<file path="src/rtl/fifo_rd_arbiter.sv">
// Read-side controller for the async FIFO: round-robin read-port arbitration,
// read pointer ownership (binary + Gray), registered empty flag and occupancy.
module fifo_rd_arbiter #(
    parameter int ADDR_WIDTH = 3,
    parameter int NREQ       = 4,
    parameter int IDW        = 2
) (
    input  logic                  rclk,
    input  logic                  rrst,
    input  logic [ADDR_WIDTH:0]   rq2_wptr,
    input  logic [NREQ-1:0]       req,
    output logic [NREQ-1:0]       gnt,
    output logic                  rinc,
    output logic [ADDR_WIDTH-1:0] raddr,
    output logic [ADDR_WIDTH:0]   rptr,
    output logic                  rempty,
    output logic                  rd_valid,
    output logic [IDW-1:0]        rd_id,
    output logic [ADDR_WIDTH:0]   rd_level
);

    logic [ADDR_WIDTH:0] r_rbin;
    logic [ADDR_WIDTH:0] r_rptr;
    logic                r_rempty;
    logic                r_rd_valid;
    logic [IDW-1:0]      r_rd_id;
    logic [ADDR_WIDTH:0] r_rd_level;
    logic [IDW-1:0]      r_pri;

    logic [NREQ-1:0]     w_gnt;
    logic [IDW-1:0]      w_gnt_idx;
    logic                w_found;
    logic                w_rinc;
    logic [IDW-1:0]      w_pri_next;
    logic [ADDR_WIDTH:0] w_rbin_next;
    logic [ADDR_WIDTH:0] w_rgray_next;
    logic [ADDR_WIDTH:0] w_wbin;

    // Rotating search starting at r_pri; first requester found wins.
    always_comb begin
        int v_idx;
        w_gnt     = '0;
        w_gnt_idx = '0;
        w_found   = 1'b0;
        v_idx     = 0;
        if (!rrst && !r_rempty) begin
            for (int k = 0; k < NREQ; k++) begin
                v_idx = int'(r_pri) + k;
                if (v_idx >= NREQ) begin
                    v_idx = v_idx - NREQ;
                end
                if (!w_found && req[v_idx]) begin
                    w_found       = 1'b1;
                    w_gnt[v_idx]  = 1'b1;
                    w_gnt_idx     = IDW'(v_idx);
                end
            end
        end
    end

    assign w_rinc       = w_found;
    assign w_pri_next   = (w_gnt_idx == IDW'(NREQ - 1)) ? '0 : w_gnt_idx + 1'b1;
    assign w_rbin_next  = r_rbin + (ADDR_WIDTH + 1)'(w_rinc);
    assign w_rgray_next = (w_rbin_next >> 1) ^ w_rbin_next;

    always_comb begin
        w_wbin             = '0;
        w_wbin[ADDR_WIDTH] = rq2_wptr[ADDR_WIDTH];
        for (int i = ADDR_WIDTH - 1; i >= 0; i--) begin
            w_wbin[i] = w_wbin[i+1] ^ rq2_wptr[i];
        end
    end

    always_ff @(posedge rclk) begin
        if (rrst) begin
            r_rbin     <= '0;
            r_rptr     <= '0;
            r_rempty   <= 1'b1;
            r_rd_valid <= 1'b0;
            r_rd_id    <= '0;
            r_rd_level <= '0;
            r_pri      <= '0;
        end else begin
            r_rbin     <= w_rbin_next;
            r_rptr     <= w_rgray_next;
            // Comparing against the post-read pointer keeps rempty low when
            // the last entry is read while new data has already arrived.
            r_rempty   <= (w_rgray_next == rq2_wptr);
            r_rd_valid <= w_rinc;
            r_rd_level <= w_wbin - w_rbin_next;
            if (w_rinc) begin
                r_rd_id <= w_gnt_idx;
                r_pri   <= w_pri_next;
            end
        end
    end

    assign gnt      = w_gnt;
    assign rinc     = w_rinc;
    assign raddr    = r_rbin[ADDR_WIDTH-1:0];
    assign rptr     = r_rptr;
    assign rempty   = r_rempty;
    assign rd_valid = r_rd_valid;
    assign rd_id    = r_rd_id;
    assign rd_level = r_rd_level;

endmodule
</file>
<file path="config.mk">
export PLATFORM = sky130hd
export DESIGN_NAME = fifo_rd_arbiter
export DESIGN_NICKNAME = d
export VERILOG_FILES = /design/src/rtl/fifo_rd_arbiter.sv
export SDC_FILE = /design/constraint.sdc
export NUM_CORES = 1
export LEC_CHECK = 0
export ABC_AREA = 1
export ABC_CLOCK_PERIOD_IN_PS = 7200
export CORE_MARGIN = 2
export CORE_UTILIZATION = 52
export CTS_BUF_LIST = sky130_fd_sc_hd__clkbuf_16
export DETAILED_ROUTE_END_ITERATION = 8
export PLACE_DENSITY = 0.92
export SLEW_MARGIN = 20
export SYNTH_ARGS = -nofsm -noshare
export SYNTH_HDL_FRONTEND = slang
export SYNTH_SLANG_ARGS = --single-unit
</file>
<file path="constraint.sdc">
create_clock -name rclk -period 7.2 [get_ports rclk]
set_input_delay 1.44 -clock rclk [delete_from_list [all_inputs] [get_ports rclk]]
set_output_delay 1.44 -clock rclk [all_outputs]
set_load 0.005 [all_outputs]
</file>
* After elaboration in Yosys (flattened, before gate mapping) *
Cells that the tools add are included.
W data, S select, Z words.

operators by class
  add/subtract/negate cells = 10
  $mul = 0
  div/mod/pow operators = 0
  $lt $le $gt $ge = 12
  eq/ne operators = 2
  shift operators = 0
  mux-type cells = 50
  bitwise logic cells = 7
  reduce and logical (&&, ||, !) cells = 13

operator list
  operator               count
  $mux W32               8
  $ge A32 B1 Y1 const B  4
  $lt A32 B4 Y1 const B  4
  $mux W4                8
  $mux W1                20
  $mux W2                6
  $or A4 B4 Y4           3
  $sub A3 B3 Y4 const B  3
  $ge A3 B3 Y1 const B   3
  $bmux W1 S2            4
  $demux W1 S2           4
  $logic_and A1 B1 Y1    8
  $add A2 B2 Y3 const B  2
  $logic_not A1 Y1       5
  $add A4 B1 Y4          1
  $eq A4 B4 Y1           1
  $sub A2 B3 Y4 const B  1
  $sub A4 B4 Y4          1
  $xor A3 B4 Y4          1
  $add A2 B1 Y3 const B  1
  $ge A2 B3 Y1 const B   1
  $xor A1 B1 Y1          3
  $add A2 B1 Y2 const B  1
  $eq A2 B2 Y1 const B   1

storage, ports and cells
  register bits = 18
  bits in latches = 0
  bits in writable memories = 0
  memory bits (read-only) = 0
  input bits = 10
  output and inout bits = 20
  memories kept = 0

* Longest topological paths before layout *
Gate-level depths: netlist of the first run.

  depth after elaboration = 23
  depth in mapped cells = 21

* Worst setup path before layout of the first run *
OpenSTA, ideal clock, no wires.

  kind = input to output
  from = input port req[2]
  to = output port gnt[1]
  data arrival time = 2.225 ns
  slack = 3.535 ns
  stages = 11
  cell sequence = inv_1 > nand2_4 > nand3_2 > nand2_4 > inv_6 > nand2_4 > nor2_4 > nand3_1 > nand3_1 > nand2_1 > inv_1

between the ends
  longest elaborated chain between the ends = 17

RTL lines
  element                                      line  text
  start, declared                              11    input logic [NREQ-1:0] req,
  $bmux W1 S2                                  52    if (!w_found && req[v_idx]) begin
  $mux W1 (not written as such) (2 in series)  52
  $mux W1                                      52
  $mux W1                                      46    if (!rrst && !r_rempty) begin
  $logic_not A1 Y1                             52
  $logic_and A1 B1 Y1                          52
  $mux W1                                      52
  $mux W1                                      46
  $logic_not A1 Y1                             52
  $logic_and A1 B1 Y1                          52
  $mux W1                                      52
  $mux W1                                      46
  $logic_not A1 Y1                             52
  $logic_and A1 B1 Y1                          52
  $mux W4 (*)                                  52
  $mux W4 (*)                                  46
  end, declared                                12    output logic [NREQ-1:0] gnt,

Mark *: on every way between the ends. The rest lies on a longest branch, timed or not. The select of a mux whose other input is x is not followed.

* Worst setup path in the final report of the first run *
  from = input port req[3]
  to = output port gnt[2]

The elaborated chain is that of the path after synthesis.

==> impl_metrics.ini, run 1 <==
[status]
outcome = completed

[setup_path]
critical_path_arrival_ns = 3.34
cp_common_cell = nand2_1
crit_chain = clkdlybuf4s50_1, inv_1, nand2_1, nand3_2, nand2_4, inv_6, nand2_4, nor2_4, nand2_1, nand3_1, nand2_1, inv_1, clkdlybuf4s50_1
cpMaxStageDelayCell = clkdlybuf4s50_1
crit_path_max_fanout = 8
cpPeakStageDelay_ns = 0.49
cp-start-kind = input pin
worst_setup_path_end_kind = primary output
path_class = in -> out
timing.reg2reg.setup_slack_ns = 3.87
required_ns = 5.76

[sta]
tns_ns = 0
period_minus_slack_ns = 4.78
drv_slew = 0
fin_crit_sh = 0.664
rsz0062_at_grt = no
tightest_slew_ns = 0.505
hold_viol = 0
fmax_mhz = 209
whs_ns = 0.483
fin_skew_ns = 0.000719
slew_headroom = 0.663
setup_viol = 0

[clock_tree]
clkSlewWorstSetupHoldPaths_ns = 0.05
post_cts_resized = 0
postCtsHoldBufs = 0
root_buffer = clkbuf_16
numCtsBuffers = 3
cts_tree = done
htreeDepth = 1
clock_latency_ns = 0.24
cts_max_path_buffers = 2
cts_setup_buffers = 0
cts_sinks = 17

[die]
initial_core_util = 0.549
die_x_um = 55.1
io_pins = 30
rows = 18
die-area_um2 = 3040
core_area_um2 = 2480
die_y_um = 55.1

[synth]
synth_warnings = 0
synth_edf_count = 0
yosysMostFrequentCell = nand2_1
ys_ff_latch = 17
synth-seq-area-share = 0.250
syn_inst = 203
syn_avg_cell_area_um2 = 6.70
synthTopCellsByCount = nand2_1, inv_1, nand3_1
synth.distinct_cells = 28
post-synth-top-area-fraction = 0.250
netlist_top_cells_area = dfxtp_1, nand2_1, inv_1
async_reset_ff_frac = 0
syn_nets = 222
synth_area_leader_cell = dfxtp_1
syn-cell-area_um2 = 1360
synth_ff_type = dfxtp_1

[power_and_ir_drop]
powerDensity_nw_per_um2 = 196
irDropWorstVdd_mv = 0.154
p_leak_nw = 0.913

[placed_design]
portBuffers = 29
routabilityCongestion = 0.860
place_inst = 260
place_area_um2 = 1670
hpwl_um = 2240

[global_route]
gr-total-overflow = 0
grt_use_total = 0.220
grt_max_degree = 13
grt_pass1_vias = 1166
grt_pass1_wl_um = 4920
antenna_found_initial = 0

[route]
vias_per_cell = 4.91
wl_um = 2930
dr.pass1.iters = 4
wl_per_cell_um = 11.1
drt_iter0_markers = 46
drc_errors = 0
antenna_left = 0
vias = 1295

[layout]
area.growth.synth_to_final_pct = 28.8
antenna_cells = 0
final_nets = 254
fin_cells = 264
layout-drive-gt1-share = 0.115
final_cell_area_um2 = 1750

[run]
maxCapViolCount = 0

[min_path]
hp-class = reg -> reg
-- final timing paths --
path,startpoint,endpoint,depth (start not counted)
setup reg to reg,r_pri[0],rd_level[2],19
hold reg to reg,rd_id[1],rd_id[1],2
setup / recovery,req[3],gnt[2],13
hold / removal,rd_id[1],rd_id[1],2
-- where the power goes --
part           internal [W]  switching (W)  leakage, nW
logic             0.0000537      0.0000736        0.731
clock network     0.0000735      0.0000331       0.0423
registers          0.000103     0.00000592        0.140
-- worst max-delay path, delay by kind of cell --
kind | cells | cell delay (ns)
simple gates | 8 | 0.72
buf+inv | 5 | 1.18
-- metal layers --
| layer | share of wire | track usage |
|---|---|---|
| met5 | 0 | 0 |
| met4 | 0.0024 | 0.0610 |
| met3 | 0.039 | 0.0269 |
| met2 | 0.47 | 0.375 |
| met1 | 0.49 | 0.293 |
-- state kept, by name, indices dropped and copies added (netlist names) --
register	flops
rempty	1
r_rbin	4
rd_id	2
rd_valid	1
rd_level	4
rptr	3
r_pri	2
-- through the flow --
stage | power (W) | worst slack, ns | utilization
after global placement | 0.000234 | 2.46 | 0.675
after detailed placement | 0.000237 | 2.44 | 0.675
after floorplan | 0.000197 | 3.54 | -
after CTS | 0.000344 | 2.44 | 0.707
final | 0.000343 | 2.42 | 0.707
after global routing | 0.000364 | 2.25 | 0.707
-- cell usage in the layout, fill, tap and decap left out, types with 2 or more instances in the layout --
| cell | netlist | final |
|---|---|---|
| a22oi_1 | 2 | 2 |
| clkbuf_16 | 0 | 3 |
| xor2_1 | 6 | 6 |
| nand3_2 | 4 | 4 |
| a21oi_1 | 5 | 5 |
| nand3_1 | 22 | 22 |
| nor2_4 | 3 | 3 |
| nand2_2 | 5 | 5 |
| ha_1 | 9 | 9 |
| dfxtp_1 | 17 | 17 |
| nor2_1 | 14 | 14 |
| nand2_1 | 64 | 64 |
| inv_1 | 31 | 32 |
| nand2_4 | 6 | 6 |
| clkdlybuf4s50_1 | 0 | 29 |
-- logic make-up after synthesis --
group,after synthesis,synth area share
buffers and inverters,36,0.116
DFF,17,0.250
xor gates and xnor gates,7,0.0451
and+or+nand+nor,123,0.457
AOI/OAI and AO/OA,11,0.0487
adders and majority gates,9,0.0828
-- cell type report --
type | count | area (um2)
clock inverter | 1 | 3.75
tap | 30 | 37.5
sequential | 17 | 340
fill | 210 | 726
clock buffer | 3 | 75.1
timing repair buffer | 29 | 290
multi-input combinational | 150 | 862
inverter | 34 | 143
Note: power is estimated with default switching activity, not from simulation.
==> run 2: changes to the inputs <==
Settings changed: ABC_CLOCK_PERIOD_IN_PS 7200 to 4400, CORE_UTILIZATION 52 to 50, PLACE_DENSITY 0.92 to 0.89.
Clock period 7.2 ns to 4.4 ns, I/O delays scaled along.
==> impl_metrics.ini, run 2 (synthesis gave the netlist of run 1 again) <==
[status]
outcome = completed

[die]
die_y_um = 56.2
rows = 18
die_x_um = 56.2
io_pins = 30
core_area_um2 = 2520
initial_core_util = 0.539
die-area_um2 = 3150

[clock_tree]
cts_max_path_buffers = 2
post_cts_resized = 0
clock_latency_ns = 0.25
root_buffer = clkbuf_16
cts_tree = done
htreeDepth = 1
cts_setup_buffers = 0
clkSlewWorstSetupHoldPaths_ns = 0.05
postCtsHoldBufs = 0
numCtsBuffers = 3
cts_sinks = 17

[power_and_ir_drop]
p_leak_nw = 0.911
p_comb_frac = 0.368
powerDensity_nw_per_um2 = 322
irDropWorstVdd_mv = 0.385
p_sw_frac = 0.330
p_seq_frac = 0.316
pwr-share-clk = 0.316
cell_internal_pwr_w = 0.000378
switchingPower_w = 0.000186
finalPower_w = 0.000564

[layout]
area.growth.synth_to_final_pct = 28.9
final_util = 0.695
final_nets = 254
antenna_cells = 0
layout-drive-gt1-share = 0.120
fillers = 186
final_cell_area_um2 = 1750
final_common_cell = nand2_1
layout_common_cells = nand2_1, inv_1, clkdlybuf4s50_1, nand3_1, dfxtp_1

[placed_design]
routabilityCongestion = 0.880
hpwl_um = 2210
place_area_um2 = 1670
portBuffers = 29

[sta]
hold_viol = 0
whs_ns = 0.488
fmax_mhz = 272
tightest_slew_ns = 0.510
rsz0062_at_grt = no
period_minus_slack_ns = 3.68
slew_headroom = 0.659
tns_ns = 0
fin_crit_sh = 0.835
fin_skew_ns = 0.00433
setup_viol = 0
drv_slew = 0

[global_route]
grt_pass1_wl_um = 5080
gr-total-overflow = 0
grt_max_degree = 13
antenna_found_initial = 0
grt_use_total = 0.200
grt_pass1_vias = 1240

[route]
wl_um = 2900
vias = 1325
dr.pass1.iters = 4
vias_per_cell = 5.02
drt_iter0_markers = 32
wl_per_cell_um = 11.0
drc_errors = 0
antenna_left = 0

[setup_path]
critical_path_arrival_ns = 2.80
cp-start-kind = input pin
required_ns = 3.52
crit_path_max_fanout = 12
path_class = in -> out
worst_setup_path_end_kind = primary output

[run]
maxCapViolCount = 0

[min_path]
hp-class = reg -> reg
-- run 2: changes by cell type in the layout (fill, tap and decap cells not counted), sizes merged --
cell	change
inv	-1
clkinv	+1
-- run 2: metrics by stage --
step / worst slack (ns) / std cells
6_report: 0.725 / 264
5_1_grt: 0.571 / 264
4_1_cts: 0.712 / 264
3_5_place_dp: 0.718 / 260
3_3_place_gp: 0.777 / 260
2_1_floorplan: 1.53 / 203
-- run 2: path summary, 6_finish.rpt --
| kind | slack, ns | endpoint | cells past startpoint | from |
|---|---|---|---|---|
| worst max-delay path | 0.72 | rinc | 5 | rrst |
| worst min-delay path | 0.49 | rd_id[0] | 2 | rd_id[0] |
| worst max register to register | 1.02 | rd_level[2] | 19 | r_pri[0] |
| worst min register to register | 0.49 | rd_id[0] | 2 | rd_id[0] |
-- run 2: per-layer routing --
layer,routed length (um),track usage
met5,0,0
met3,174,0.0651
met2,1360,0.348
met1,1350,0.231
met4,18,0.0578
-- run 2: worst max-delay path, stage by stage --
cell             delay [ns]
clkdlybuf4s50_1        0.64
nor2_1                 0.51
nand2_4                0.14
inv_4                  0.10
clkdlybuf4s50_1        0.52
-- run 2: area by class of cell --
type                            instances  area, um2  area share
Timing Repair Buffer                   29        290       0.166
Clock inverter                          1       5.00     0.00286
Inverter                               34        143      0.0814
Clock buffer                            3       75.1      0.0428
Multi-Input combinational cell        150        862       0.492
Tap cell                               30       37.5      0.0214
Sequential cell                        17        340       0.194
-- run 2: power groups by stage --
stage	clock (W)	combinational (W)	sequential (W)
floorplan	0	0.000144	0.000179
global placement	0	0.000202	0.000181
detailed placement	0	0.000205	0.000181
CTS	0.000180	0.000208	0.000178
global route	0.000186	0.000232	0.000180
finish	0.000178	0.000208	0.000178
